$ cat config.mk
export PLATFORM = sky130hd
export DESIGN_NAME = rst_src_ctrl
export DESIGN_NICKNAME = d
export VERILOG_FILES = /design/src/rtl/rst_src_ctrl.sv
export SDC_FILE = /design/constraint.sdc
export NUM_CORES = 1
export LEC_CHECK = 0
export BUFFER_PORTS_ARGS = -buffer_cell sky130_fd_sc_hd__buf_2
export CAP_MARGIN = 20
export CORE_MARGIN = 8
export CORE_UTILIZATION = 50
export CTS_CLUSTER_DIAMETER = 120
export DETAILED_ROUTE_END_ITERATION = 10
export PLACE_DENSITY = 0.67
export SLEW_MARGIN = 20
export SYNTH_ARGS = -nofsm -noshare
export SYNTH_HDL_FRONTEND = slang
export SYNTH_SLANG_ARGS = --single-unit
$ cat constraint.sdc
create_clock -name clk -period 4.9 [get_ports clk]
set_clock_uncertainty 0.1 [all_clocks]
set_input_delay 0.49 -clock clk [delete_from_list [all_inputs] [get_ports clk]]
set_output_delay 0.49 -clock clk [all_outputs]
set_load 0.03 [all_outputs]
$ cat src/rtl/rst_src_ctrl.sv
// Reset-source controller: merges a debounced button, watchdog and software requests
// into one registered active-low reset pulse with a minimum width and a sticky cause register.
module rst_src_ctrl #(
    parameter int DB_CNT       = 1000000,
    parameter int PULSE_CYCLES = 16
) (
    input  logic       clk,
    input  logic       rst,
    input  logic       btn_n_i,
    input  logic       wdg_rst_req_i,
    input  logic       sw_rst_req_i,
    input  logic       cause_clr_i,
    output logic       rst_ext_n_o,
    output logic [3:0] rst_cause_o,
    output logic       busy_o
);

    localparam int              PW         = (PULSE_CYCLES > 1) ? $clog2(PULSE_CYCLES) : 1;
    localparam logic [PW-1:0]   PULSE_LAST = PW'(PULSE_CYCLES - 1);
    localparam logic [19:0]     DB_LAST    = 20'(DB_CNT - 1);

    typedef enum logic [1:0] {
        S_IDLE     = 2'd0,
        S_ASSERT   = 2'd1,
        S_WAIT_REL = 2'd2
    } state_t;

    logic          r_sync1;
    logic          r_sync2;
    logic [19:0]   r_db_cnt;
    logic          r_stable;
    logic          r_stable_prev;

    state_t        r_state;
    logic [PW-1:0] r_pulse_cnt;
    logic [3:0]    r_cause;
    logic          r_rst_n;

    state_t        w_state_next;
    logic [PW-1:0] w_pulse_cnt_next;
    logic [3:0]    w_cause_next;
    logic          w_press;
    logic [2:0]    w_req;
    logic          w_any_req;

    // Both sync flops idle high so a released button never looks like a press at power-on.
    always_ff @(posedge clk or posedge rst) begin
        if (rst) begin
            r_sync1 <= 1'b1;
            r_sync2 <= 1'b1;
        end else begin
            r_sync1 <= btn_n_i;
            r_sync2 <= r_sync1;
        end
    end

    always_ff @(posedge clk or posedge rst) begin
        if (rst) begin
            r_db_cnt      <= '0;
            r_stable      <= 1'b1;
            r_stable_prev <= 1'b1;
        end else begin
            r_stable_prev <= r_stable;
            if (r_sync2 != r_stable) begin
                if (r_db_cnt == DB_LAST) begin
                    r_stable <= r_sync2;
                    r_db_cnt <= '0;
                end else begin
                    r_db_cnt <= r_db_cnt + 20'd1;
                end
            end else begin
                r_db_cnt <= '0;
            end
        end
    end

    assign w_press   = r_stable_prev & ~r_stable;
    assign w_req     = {sw_rst_req_i, wdg_rst_req_i, w_press};
    assign w_any_req = |w_req;

    always_comb begin
        w_state_next     = r_state;
        w_pulse_cnt_next = r_pulse_cnt;
        w_cause_next     = r_cause;
        case (r_state)
            S_IDLE: begin
                if (w_any_req) begin
                    w_state_next     = S_ASSERT;
                    w_pulse_cnt_next = '0;
                    w_cause_next     = {1'b0, w_req};
                end else if (cause_clr_i) begin
                    w_cause_next = 4'b0000;
                end
            end
            S_ASSERT: begin
                // Late requests only record their cause; the pulse is not restarted.
                w_cause_next = r_cause | {1'b0, w_req};
                if (r_pulse_cnt == PULSE_LAST) begin
                    w_pulse_cnt_next = '0;
                    w_state_next     = r_stable ? S_IDLE : S_WAIT_REL;
                end else begin
                    w_pulse_cnt_next = r_pulse_cnt + 1'b1;
                end
            end
            S_WAIT_REL: begin
                w_cause_next = r_cause | {1'b0, w_req};
                if (r_stable) begin
                    w_state_next = S_IDLE;
                end
            end
            default: begin
                w_state_next     = S_ASSERT;
                w_pulse_cnt_next = '0;
            end
        endcase
    end

    always_ff @(posedge clk or posedge rst) begin
        if (rst) begin
            r_state     <= S_ASSERT;
            r_pulse_cnt <= '0;
            r_cause     <= 4'b1000;
            r_rst_n     <= 1'b0;
        end else begin
            r_state     <= w_state_next;
            r_pulse_cnt <= w_pulse_cnt_next;
            r_cause     <= w_cause_next;
            r_rst_n     <= (w_state_next == S_IDLE);
        end
    end

    assign rst_ext_n_o = r_rst_n;
    assign rst_cause_o = r_cause;
    assign busy_o      = (r_state != S_IDLE);

endmodule

==> results of run 1 <==
-- flip-flops by register name (all words and copies together), names as in the netlist --
register / flops
r_db_cnt: 20
r_pulse_cnt: 4
r_stable: 1
r_stable_prev: 1
r_state: 2
r_sync1: 1
r_sync2: 1
rst_cause_o: 4
rst_ext_n_o: 1
-- metal layers --
metal  vias to the layer above  GRT usage [%]
met5                         -              0
met4                         0           4.48
li1                        656              -
met2                        18           21.5
met3                         4           4.66
met1                       652           17.2
-- worst register-to-register path, cell delays in order, from the launching register on --
cell	delay [ns]
dfrtp_1	0.42
ha_1	0.22
and3_1	0.20
nand3_1	0.18
o31ai_4	0.70
nor2_1	0.14
-- layout by cell type (no fill, tap or decap), types with 2 or more instances in the layout --
cell       n
and2_1     2
a21oi_1   10
nand2b_1   2
xor2_1     7
nand4_1    6
o31ai_1    3
dfstp_2    6
nor4_1     5
ha_1       6
and3_1     3
nand2_1   13
xnor2_1    8
nand3_1   10
nor3_1     8
o21ai_0    7
nor2b_1    2
buf_2     11
dfrtp_1   29
inv_1      8
nor2_1    20
clkbuf_4   5
-- power breakdown --
part / switching (mW) / leakage, nW / internal, mW / total (mW)
logic: 0.0115 / 0.340 / 0.00487 / 0.0164
clock network: 0.102 / 0.0452 / 0.107 / 0.209
registers: 0.00291 / 0.444 / 0.292 / 0.295
total: 0.116 / 0.829 / 0.405 / 0.521
-- kinds of logic (layout without fill, tap and decap cells) --
family / Yosys count / after routing
DFF: 35 / 35
adders and majority gates: 6 / 6
AOI/OAI and AO/OA: 29 / 29
buffers and inverters: 10 / 28
and+or+nand+nor: 79 / 79
muxes: 1 / 1
xor gates and xnor gates: 15 / 15
-- cell type report --
| cell class | count | area [um2] | area share [%] |
|---|---|---|---|
| multi-input combinational | 130 | 841 | 43.0 |
| timing repair buffer | 12 | 62.6 | 3.20 |
| inverter | 8 | 30.0 | 1.54 |
| clock inverter | 3 | 43.8 | 2.24 |
| tap | 46 | 57.6 | 2.94 |
| clock buffer | 5 | 37.5 | 1.92 |
| sequential | 35 | 883 | 45.2 |
-- path summary, 6_finish.rpt --
path / start / end / cells after the start
max reg2reg: r_db_cnt[0] / r_db_cnt[3] / 5
min reg2reg: r_sync1 / r_sync2 / 0
min in group clk: btn_n_i / r_sync1 / 1
max: r_state[0] / busy_o / 4
min: rst / r_db_cnt[14] / 3
max in group asynchronous: rst / r_state[0] / 3
-- metrics by stage --
step	util [%]	cells	power [mW]	setup slack, ns	hold slack [ns]
floorplan	-	175	0.311	2.97	0.245
global placement	55.5	231	0.316	2.59	0.250
detailed placement	55.7	231	0.318	2.77	0.256
CTS	58.1	239	0.527	2.66	0.119
global route	58.1	239	0.542	2.59	0.111
finish	58.1	239	0.521	2.69	0.120
==> flow_summary.json, run 1 <==
{
  "fillers": 325,
  "die_h_um": 75.2,
  "finalMaxSlewViolations": 0,
  "gp_congestion": 0.767,
  "synth-seq-cells": 35,
  "setup_viol": 0,
  "dieArea_um2": 5660,
  "drc": 0,
  "clock.fmax_mhz": 452,
  "die_w_um": 75.2,
  "ys_types": 39,
  "start_util_pct": 52.2,
  "period_needed_ns": 2.21,
  "ys_warn_count": 0,
  "ctsHoldBuffers": 0,
  "ioPinCount": 12,
  "cts-root-buf": "clkbuf_4",
  "synth-simple-area-share_pct": 24.1,
  "slowest_delay_ns": 0.57,
  "path_max_fanout": 8,
  "grt_start_max_net_pins": 36,
  "port_buffers": 11,
  "path_buf_inv": 3,
  "coreArea_um2": 3360,
  "viasPerCell": 5.56,
  "highest_layer": "met4",
  "async_reset_ff_share_pct": 100,
  "drtAntennaViolNets": 0,
  "ys_seq_area_share_pct": 50.4,
  "finalSetupTns_ns": 0,
  "numCtsBuffers": 5,
  "vias": 1330,
  "yosysTopAreaCellShare_pct": 41.4,
  "synth_largest_area_cell": "dfrtp_1",
  "clkSinkCount": 35,
  "wl_met1_um": 1680,
  "dr_wl_met2_um": 1530,
  "clkTransAtPathRegs_ns": 0.12,
  "synth_top_family_by_area": "simple AND/OR/NAND/NOR gates",
  "rows": 21,
  "hp-class": "input pin to async pin",
  "finalCritPeriodShare_pct": 45.1,
  "crit_chain": "inv_1 -> ha_1 -> inv_1 -> buf_2",
  "cpMaxStageDelayCell": "dfstp_2",
  "synth-edff-count": 0,
  "grt_pass1_vias": 1327,
  "antenna_found_initial": 0,
  "synth_common_cells": "29 x dfrtp_1, 20 x nor2_1, 13 x nand2_1, 10 x a21oi_1, 10 x nand3_1",
  "required_ns": 4.31,
  "wl_per_cell_um": 14.0,
  "synth_compound_area_share_pct": 10.9,
  "worstSkewPairLatency_ns": 0.34,
  "synth_xor_area_share_pct": 7.49,
  "wl_um": 3360,
  "critPathLaunchType": "register",
  "yosys-top-cells-area": "dfrtp_1 41%, dfstp_2 9.0%, ha_1 4.3%",
  "ys.flop_type": "dfrtp_1",
  "powerDensity_nw_per_um2": 266,
  "hpwl_um": 2480,
  "worstSetupPathType": "register to primary output",
  "crit_top_cell": "inv_1",
  "cts_tree": "yes",
  "grt_usage_pct": 13.7,
  "layout-drive-gt1-share_pct": 17.1,
  "cts_resized": 0,
  "synthMuxAreaShare_pct": 0.642,
  "n_antenna_cell": 0,
  "rsz0062_at_grt": "no",
  "post_cts_buffers": 0,
  "dr.first_iter.drc_count": 89,
  "htreeDepth": 2,
  "grt_pass1_wl_um": 5910,
  "nets": 204,
  "worstPathArrival_ns": 1.62,
  "r2r_slack_ns": 2.79,
  "clockBufferDepth": 2,
  "p_leak_nw": 0.829,
  "drt-pass1-iter-count": 4,
  "cap_viol_max_count": 0,
  "slew-limit-headroom_pct": 50.0,
  "syn_nets": 187,
  "hold_viol_final": 0,
  "synthMostInstantiatedCell": "dfrtp_1",
  "post_dp_cell_area_um2": 1870,
  "netlist_area_um2": 1750,
  "outcome": "finished clean",
  "crit_family": "flip-flops",
  "vdd_drop_max_mv": 0.162,
  "syn2layout_area_growth_pct": 11.5,
  "final_area_um2": 1960,
  "yosys.area_share.adder_pct": 4.28,
  "dr_wl_met3_um": 114,
  "crit_path_end_kind": "primary output",
  "synth.avg_cell_area_um2": 10.0,
  "grt-ovfl-total": 0,
  "synthCells": 175,
  "tightest_slew_ns": 0.750
}
(Power assumes the default switching activity.)
==> inputs of run 2 (changes only) <==
--- a/config.mk
+++ b/config.mk
@@ -5,6 +5,7 @@
 export SDC_FILE = /design/constraint.sdc
 export NUM_CORES = 1
 export LEC_CHECK = 0
+export ABC_AREA = 1
 export BUFFER_PORTS_ARGS = -buffer_cell sky130_fd_sc_hd__buf_2
 export CAP_MARGIN = 20
 export CORE_MARGIN = 8
==> constraint.sdc (replaced) <==
create_clock -name clk -period 2.1 [get_ports clk]
set_clock_uncertainty 0.1 [all_clocks]
set_input_delay 0.21 -clock clk [delete_from_list [all_inputs] [get_ports clk]]
set_output_delay 0.21 -clock clk [all_outputs]
set_load 0.03 [all_outputs]
==> run 2 against run 1 <==
  * Die area rose by 4.4%
  * Hold slack got worse by 0.026 ns
  * Total power rose by 140%
  * Global-route usage fell by 0.81 points
  * Sequential share of layout area fell by 2.8 points
  * Area after synthesis rose by 5.6%
  * Critical path depth did not move
  * Sequential power rose by 130%
  * First-iteration DRC count fell by 20%
  * Setup slack got worse by 2.3 ns
  * Register-to-register slack got worse by 2.2 ns
  * Critical path type unchanged
  * Cell count rose by 23%
==> flow_summary.json, run 2 <==
{
  "die_w_um": 76.9,
  "synth_largest_area_cell": "dfrtp_1",
  "dieArea_um2": 5910,
  "wl_per_cell_um": 11.2,
  "clockBufferDepth": 2,
  "worstPathArrival_ns": 1.45,
  "crit_top_cell": "inv_1",
  "slew-limit-headroom_pct": 71.7,
  "cts_tree": "yes",
  "top_register": "r_db_cnt",
  "port_buffers": 11,
  "met1_usage_pct": 15.7,
  "coreArea_um2": 3610,
  "slowest_delay_ns": 0.57,
  "synth.avg_cell_area_um2": 8.27,
  "tightest_slew_ns": 0.424,
  "n_antenna_cell": 0,
  "path_max_fanout": 7,
  "clock.fmax_mhz": 569,
  "busiest_layer": "met2",
  "hpwl_um": 2420,
  "ioPinCount": 12,
  "final_area_um2": 2090,
  "ys.flop_type": "dfrtp_1",
  "post_dp_cell_area_um2": 1970,
  "synthMostInstantiatedCell": "nand2_1",
  "numCtsBuffers": 5,
  "wl_um": 3300,
  "antenna_found_initial": 0,
  "period_needed_ns": 1.76,
  "largest_reg_flops": 20,
  "ys_types": 26,
  "nets": 257,
  "grt_pass1_vias": 1411,
  "clkSinkCount": 35,
  "grt_usage_pct": 12.9,
  "layout-drive-gt1-share_pct": 17.9,
  "async_reset_ff_share_pct": 100,
  "met3_usage_pct": 4.31,
  "synth-edff-count": 0,
  "met2_usage_pct": 19.6,
  "syn_nets": 236,
  "synth-seq-cells": 35,
  "viasPerCell": 4.71,
  "drt-pass1-iter-count": 4,
  "outcome": "finished clean",
  "crit_chain": "inv_1 -> ha_1 -> inv_1 -> buf_2",
  "syn2layout_area_growth_pct": 12.6,
  "grt_pass1_wl_um": 6230,
  "yosysTopAreaCellShare_pct": 39.2,
  "final_cell_mix": "48 x nand2_1, 39 x nor2_1, 29 x dfrtp_1, 27 x inv_1, 18 x nand3_1",
  "ys_seq_area_share_pct": 47.7,
  "cts-root-buf": "clkbuf_8",
  "ys_warn_count": 0,
  "dp_slack_ns": 0.547,
  "dr.first_iter.drc_count": 71,
  "worstSetupPathType": "register to primary output",
  "critPathLaunchType": "register",
  "finalSetupTns_ns": 0,
  "yosys-top-cells-area": "dfrtp_1 39%, nand2_1 9.7%, dfstp_2 8.5%",
  "rsz0062_at_grt": "no",
  "setup_viol": 0,
  "grt-ovfl-total": 0,
  "grt_start_max_net_pins": 36,
  "drc": 0,
  "htreeDepth": 2,
  "drtAntennaViolNets": 0,
  "worstSkewPairLatency_ns": 0.29,
  "finalCritPeriodShare_pct": 83.7,
  "vdd_drop_max_mv": 0.491,
  "synth_common_cells": "48 x nand2_1, 39 x nor2_1, 29 x dfrtp_1, 27 x inv_1, 18 x nand3_1",
  "layout_commonest_cell": "nand2_1",
  "power_mw": 1.24,
  "netlist_area_um2": 1850,
  "rows": 22,
  "gp_congestion": 0.850,
  "path_buf_inv": 3,
  "start_util_pct": 51.4,
  "cpMaxStageDelayCell": "dfstp_2",
  "finalMaxSlewViolations": 0,
  "postLayoutSetupSlackWorst_ns": 0.342,
  "cap_viol_max_count": 0,
  "worst_hold_slack_ns": 0.0939,
  "die_h_um": 76.9,
  "synthCells": 224,
  "p_leak_nw": 0.968,
  "hold_viol_final": 0,
  "crit_path_end_kind": "primary output",
  "vias": 1384,
  "required_ns": 1.79,
  "clkTransAtPathRegs_ns": 0.07,
  "crit_family": "flip-flops",
  "powerDensity_nw_per_um2": 593,
  "hp-class": "input pin to register"
}
-- run 2: area by class of cell --
cell class	instances	area, um2
Inverter	29	111
Clock inverter	1	5.00
Timing Repair Buffer	14	82.6
Fill cell	337	1520
Clock buffer	7	86.3
Tap cell	48	60.1
Sequential cell	35	883
Multi-Input combinational cell	160	857
-- run 2: kinds of logic after synthesis --
| family | synth area share (%) |
|---|---|
| XOR/XNOR | 6.15 |
| buffers and inverters | 6.01 |
| AO/OA/AOI/OAI | 4.73 |
| adder cells (fa/ha/maj) | 4.05 |
| flip-flops | 47.7 |
| AND/OR/NAND/NOR | 31.4 |
-- run 2: worst min-delay path, delay by kind of cell --
family | cells | cell delay [ns]
compound gates | 1 | 0.08
buf+inv | 1 | 0.08
simple gates | 2 | 0.12
-- run 2: per-layer routing --
layer | up-vias | part of all wire, %
li1 | 735 | -
met1 | 625 | 47
met2 | 16 | 46
met3 | 8 | 4.0
met4 | 0 | 2.7
met5 | - | 0
-- run 2: through the flow --
stage | util [%] | cells
final | 57.8 | 294
after global routing | 57.8 | 294
after global placement | 54.8 | 284
after CTS | 57.8 | 294
after floorplan | - | 224
after detailed placement | 54.8 | 284
-- run 2: path summary, 6_finish.rpt --
path	startpoint	end	slack, ns	cells after the start
max in group asynchronous	rst	r_sync1	1.12	4
hold reg to reg	r_sync1	r_sync2	0.25	0
min in group asynchronous	rst	r_pulse_cnt[1]	0.44	4
hold / removal	cause_clr_i	rst_cause_o[3]	0.09	4
setup reg to reg	r_state[0]	rst_cause_o[2]	0.57	6
setup / recovery	r_state[0]	busy_o	0.34	4
-- run 2: power breakdown --
part	internal (mW)	leakage [nW]	switching, mW	total, mW
Combinational	0.0150	0.470	0.0306	0.0456
Clock	0.264	0.0482	0.238	0.502
Sequential	0.683	0.450	0.00526	0.688
-- run 2: timing repair --
item	4_1_cts	5_1_grt
hold endpoints to repair	30	0
setup buffers	0	0
hold buffers	2	0
gates resized for setup	0	0
==> inputs of run 3 (changes only) <==
--- a/config.mk
+++ b/config.mk
@@ -12,7 +12,7 @@
 export CORE_UTILIZATION = 50
 export CTS_CLUSTER_DIAMETER = 120
 export DETAILED_ROUTE_END_ITERATION = 10
-export PLACE_DENSITY = 0.67
+export PLACE_DENSITY = 0.69
 export SLEW_MARGIN = 20
 export SYNTH_ARGS = -nofsm -noshare
 export SYNTH_HDL_FRONTEND = slang
==> constraint.sdc (replaced) <==
create_clock -name clk -period 1.45 [get_ports clk]
set_clock_uncertainty 0.1 [all_clocks]
set_input_delay 0.145 -clock clk [delete_from_list [all_inputs] [get_ports clk]]
set_output_delay 0.145 -clock clk [all_outputs]
set_load 0.03 [all_outputs]
==> run 3 against run 2 <==
  * The run now ends with negative setup slack left
  * First-iteration DRC count fell by 41%
  * Clock-buffer cell count is 2 lower
  * Global-route usage rose by 0.32 points
  * Die area unchanged
  * Setup slack got worse by 0.38 ns
  * Register-to-register slack got worse by 0.57 ns
  * Hold slack worse by 0.072 ns
  * Critical path depth did not move
  * Via count increased by 11%
  * Cell count up 9.9%
  * Routed wire length is 13% higher
  * Sequential cell count unchanged
  * Critical path type unchanged
  * Largest cell class is now multi-input combinational cells
  * Largest power group is now the clock network
  * Highest routed layer unchanged
==> flow_summary.json, run 3 (synthesized netlist as in run 2, its figures left out) <==
{
  "dr.first_iter.drc_count": 42,
  "hp-class": "input pin to register",
  "rsz0062_at_grt": "yes",
  "nets": 286,
  "top_register": "r_db_cnt",
  "path_buf_inv": 3,
  "setup_viol": 2,
  "cp-startpoint": "r_state[0]",
  "clockBufferDepth": 2,
  "period_needed_ns": 1.49,
  "grt-ovfl-total": 0,
  "finalCritPeriodShare_pct": 103,
  "vias": 1543,
  "final_cell_mix": "41 x nand2_1, 35 x nor2_1, 30 x buf_4, 28 x dfrtp_1, 21 x inv_1",
  "crit_chain": "inv_2 -> ha_4 -> inv_2 -> buf_6",
  "gp_congestion": 0.895,
  "layout_commonest_cell": "nand2_1",
  "tightest_slew_ns": 0.441,
  "clock.fmax_mhz": 672,
  "dp_cells": 306,
  "finalMaxSlewViolations": 0,
  "timing.rr.start": "r_state[0]",
  "fillers": 272,
  "post_layout_nonfiller_instances": 323,
  "crit_path_end_kind": "primary output",
  "postLayoutSetupSlackWorst_ns": -0.0380,
  "port_buffers": 11,
  "worstSetupPathType": "register to primary output",
  "outcome": "finished, violations left",
  "n_antenna_cell": 0,
  "drt-pass1-iter-count": 4,
  "drtAntennaViolNets": 0,
  "viasPerCell": 4.78,
  "grt_usage_pct": 13.2,
  "clkSinkCount": 35,
  "min_from": "wdg_rst_req_i",
  "largest_reg_flops": 20,
  "path_max_fanout": 6,
  "crit_family": "flip-flops",
  "cts-root-buf": "clkbuf_8",
  "cpMaxStageDelayCell": "dfstp_2",
  "die_h_um": 76.9,
  "htreeDepth": 2,
  "slowest_delay_ns": 0.55,
  "crit_top_cell": "inv_2",
  "syn2layout_area_growth_pct": 34.3,
  "critPathLaunchType": "register",
  "wl_um": 3720,
  "worstPathArrival_ns": 1.24,
  "violations": "negative setup slack",
  "worstSkewPairLatency_ns": 0.29,
  "grt_pass1_wl_um": 6440,
  "slew-limit-headroom_pct": 70.6,
  "grt_pass1_vias": 1511,
  "hpwl_um": 2470,
  "hold_viol_final": 0,
  "cts_tree": "yes",
  "ioPinCount": 12,
  "drc": 0,
  "powerDensity_nw_per_um2": 861,
  "rows": 22,
  "multi_input_area_um2": 987,
  "p_leak_nw": 1.15,
  "coreArea_um2": 3610,
  "wl_per_cell_um": 11.5,
  "start_util_pct": 51.4,
  "die_w_um": 76.9,
  "numCtsBuffers": 5,
  "cap_viol_max_count": 0,
  "worst_hold_slack_ns": 0.0218,
  "antenna_found_initial": 0,
  "required_ns": 1.21,
  "vdd_drop_max_mv": 0.850,
  "ff_latch_area_um2": 885,
  "grt_start_max_net_pins": 36,
  "dieArea_um2": 5910,
  "clkTransAtPathRegs_ns": 0.08,
  "layout-drive-gt1-share_pct": 37.8
}
[run 3: cell types whose count changed in the layout (fill, tap and decap cells not counted), sizes merged]
cell / change
clkbuf: -2
bufinv: +2
buf: +29
clkinv: -1
clkinvlp: +1
[run 3: layout make-up]
class	instances	share of cell area [%]
well taps	48	2.42
flip-flops and latches	35	35.6
multi-input cells	160	39.7
repair buffers	43	12.3
clock buffers	5	2.77
clock inverters	3	2.72
inverters	29	4.48
[run 3: worst paths after layout]
path | to | cells after the start | slack, ns
setup / recovery | busy_o | 4 | -0.04
hold / removal | rst_cause_o[1] | 3 | 0.02
setup reg to reg | r_pulse_cnt[0] | 5 | 0
hold reg to reg | r_sync2 | 0 | 0.25
max in group asynchronous | r_sync1 | 4 | 0.51
min in group asynchronous | r_pulse_cnt[3] | 4 | 0.39
[run 3: worst register-to-register path: cells and delay by family (launching register included)]
kind	cells	cell delay, ns
DFF	1	0.55
and+or+nand+nor	2	0.33
buffers and inverters	1	0.13
adders and majority gates	1	0.13
AOI/OAI and AO/OA	1	0.12
[run 3: metal layers]
| metal | GRT usage (%) | wire, um |
|---|---|---|
| met1 | 15.5 | 1720 |
| met3 | 4.55 | 124 |
| met4 | 5.00 | 48 |
| met5 | 0 | 0 |
| met2 | 21.7 | 1830 |
[run 3: what timing repair did]
| item | in CTS | in global routing |
|---|---|---|
| setup buffers | 3 | 4 |
| gates cloned | 0 | 0 |
| gates resized for setup | 11 | 32 |
| endpoints found under the setup margin | 16 | 22 |
| pin swaps | 5 | 10 |
| endpoints found under the hold margin | 30 | 0 |
| hold buffers | 2 | 0 |
[run 3: report_power, final]
| part | internal, mW | switching (mW) |
|---|---|---|
| Combinational | 0.0372 | 0.0546 |
| Clock | 0.686 | 0.366 |
| Sequential | 0.988 | 0.00745 |
| Total | 1.71 | 0.428 |
[run 3: per-stage QoR]
stage               area, um2  setup WS [ns]  utilization, %  TNS [ns]  total power, mW
floorplan                1850         0.0387               -         0             1.06
global placement         2140        -0.0716            59.3    -0.171             1.09
detailed placement       2140         -0.101            59.3    -0.509             1.09
CTS                      2350        -0.0290            65.3   -0.0569             2.16
global route             2490        -0.0978            68.9    -0.594             2.21
finish                   2490        -0.0380            68.9   -0.0404             2.14
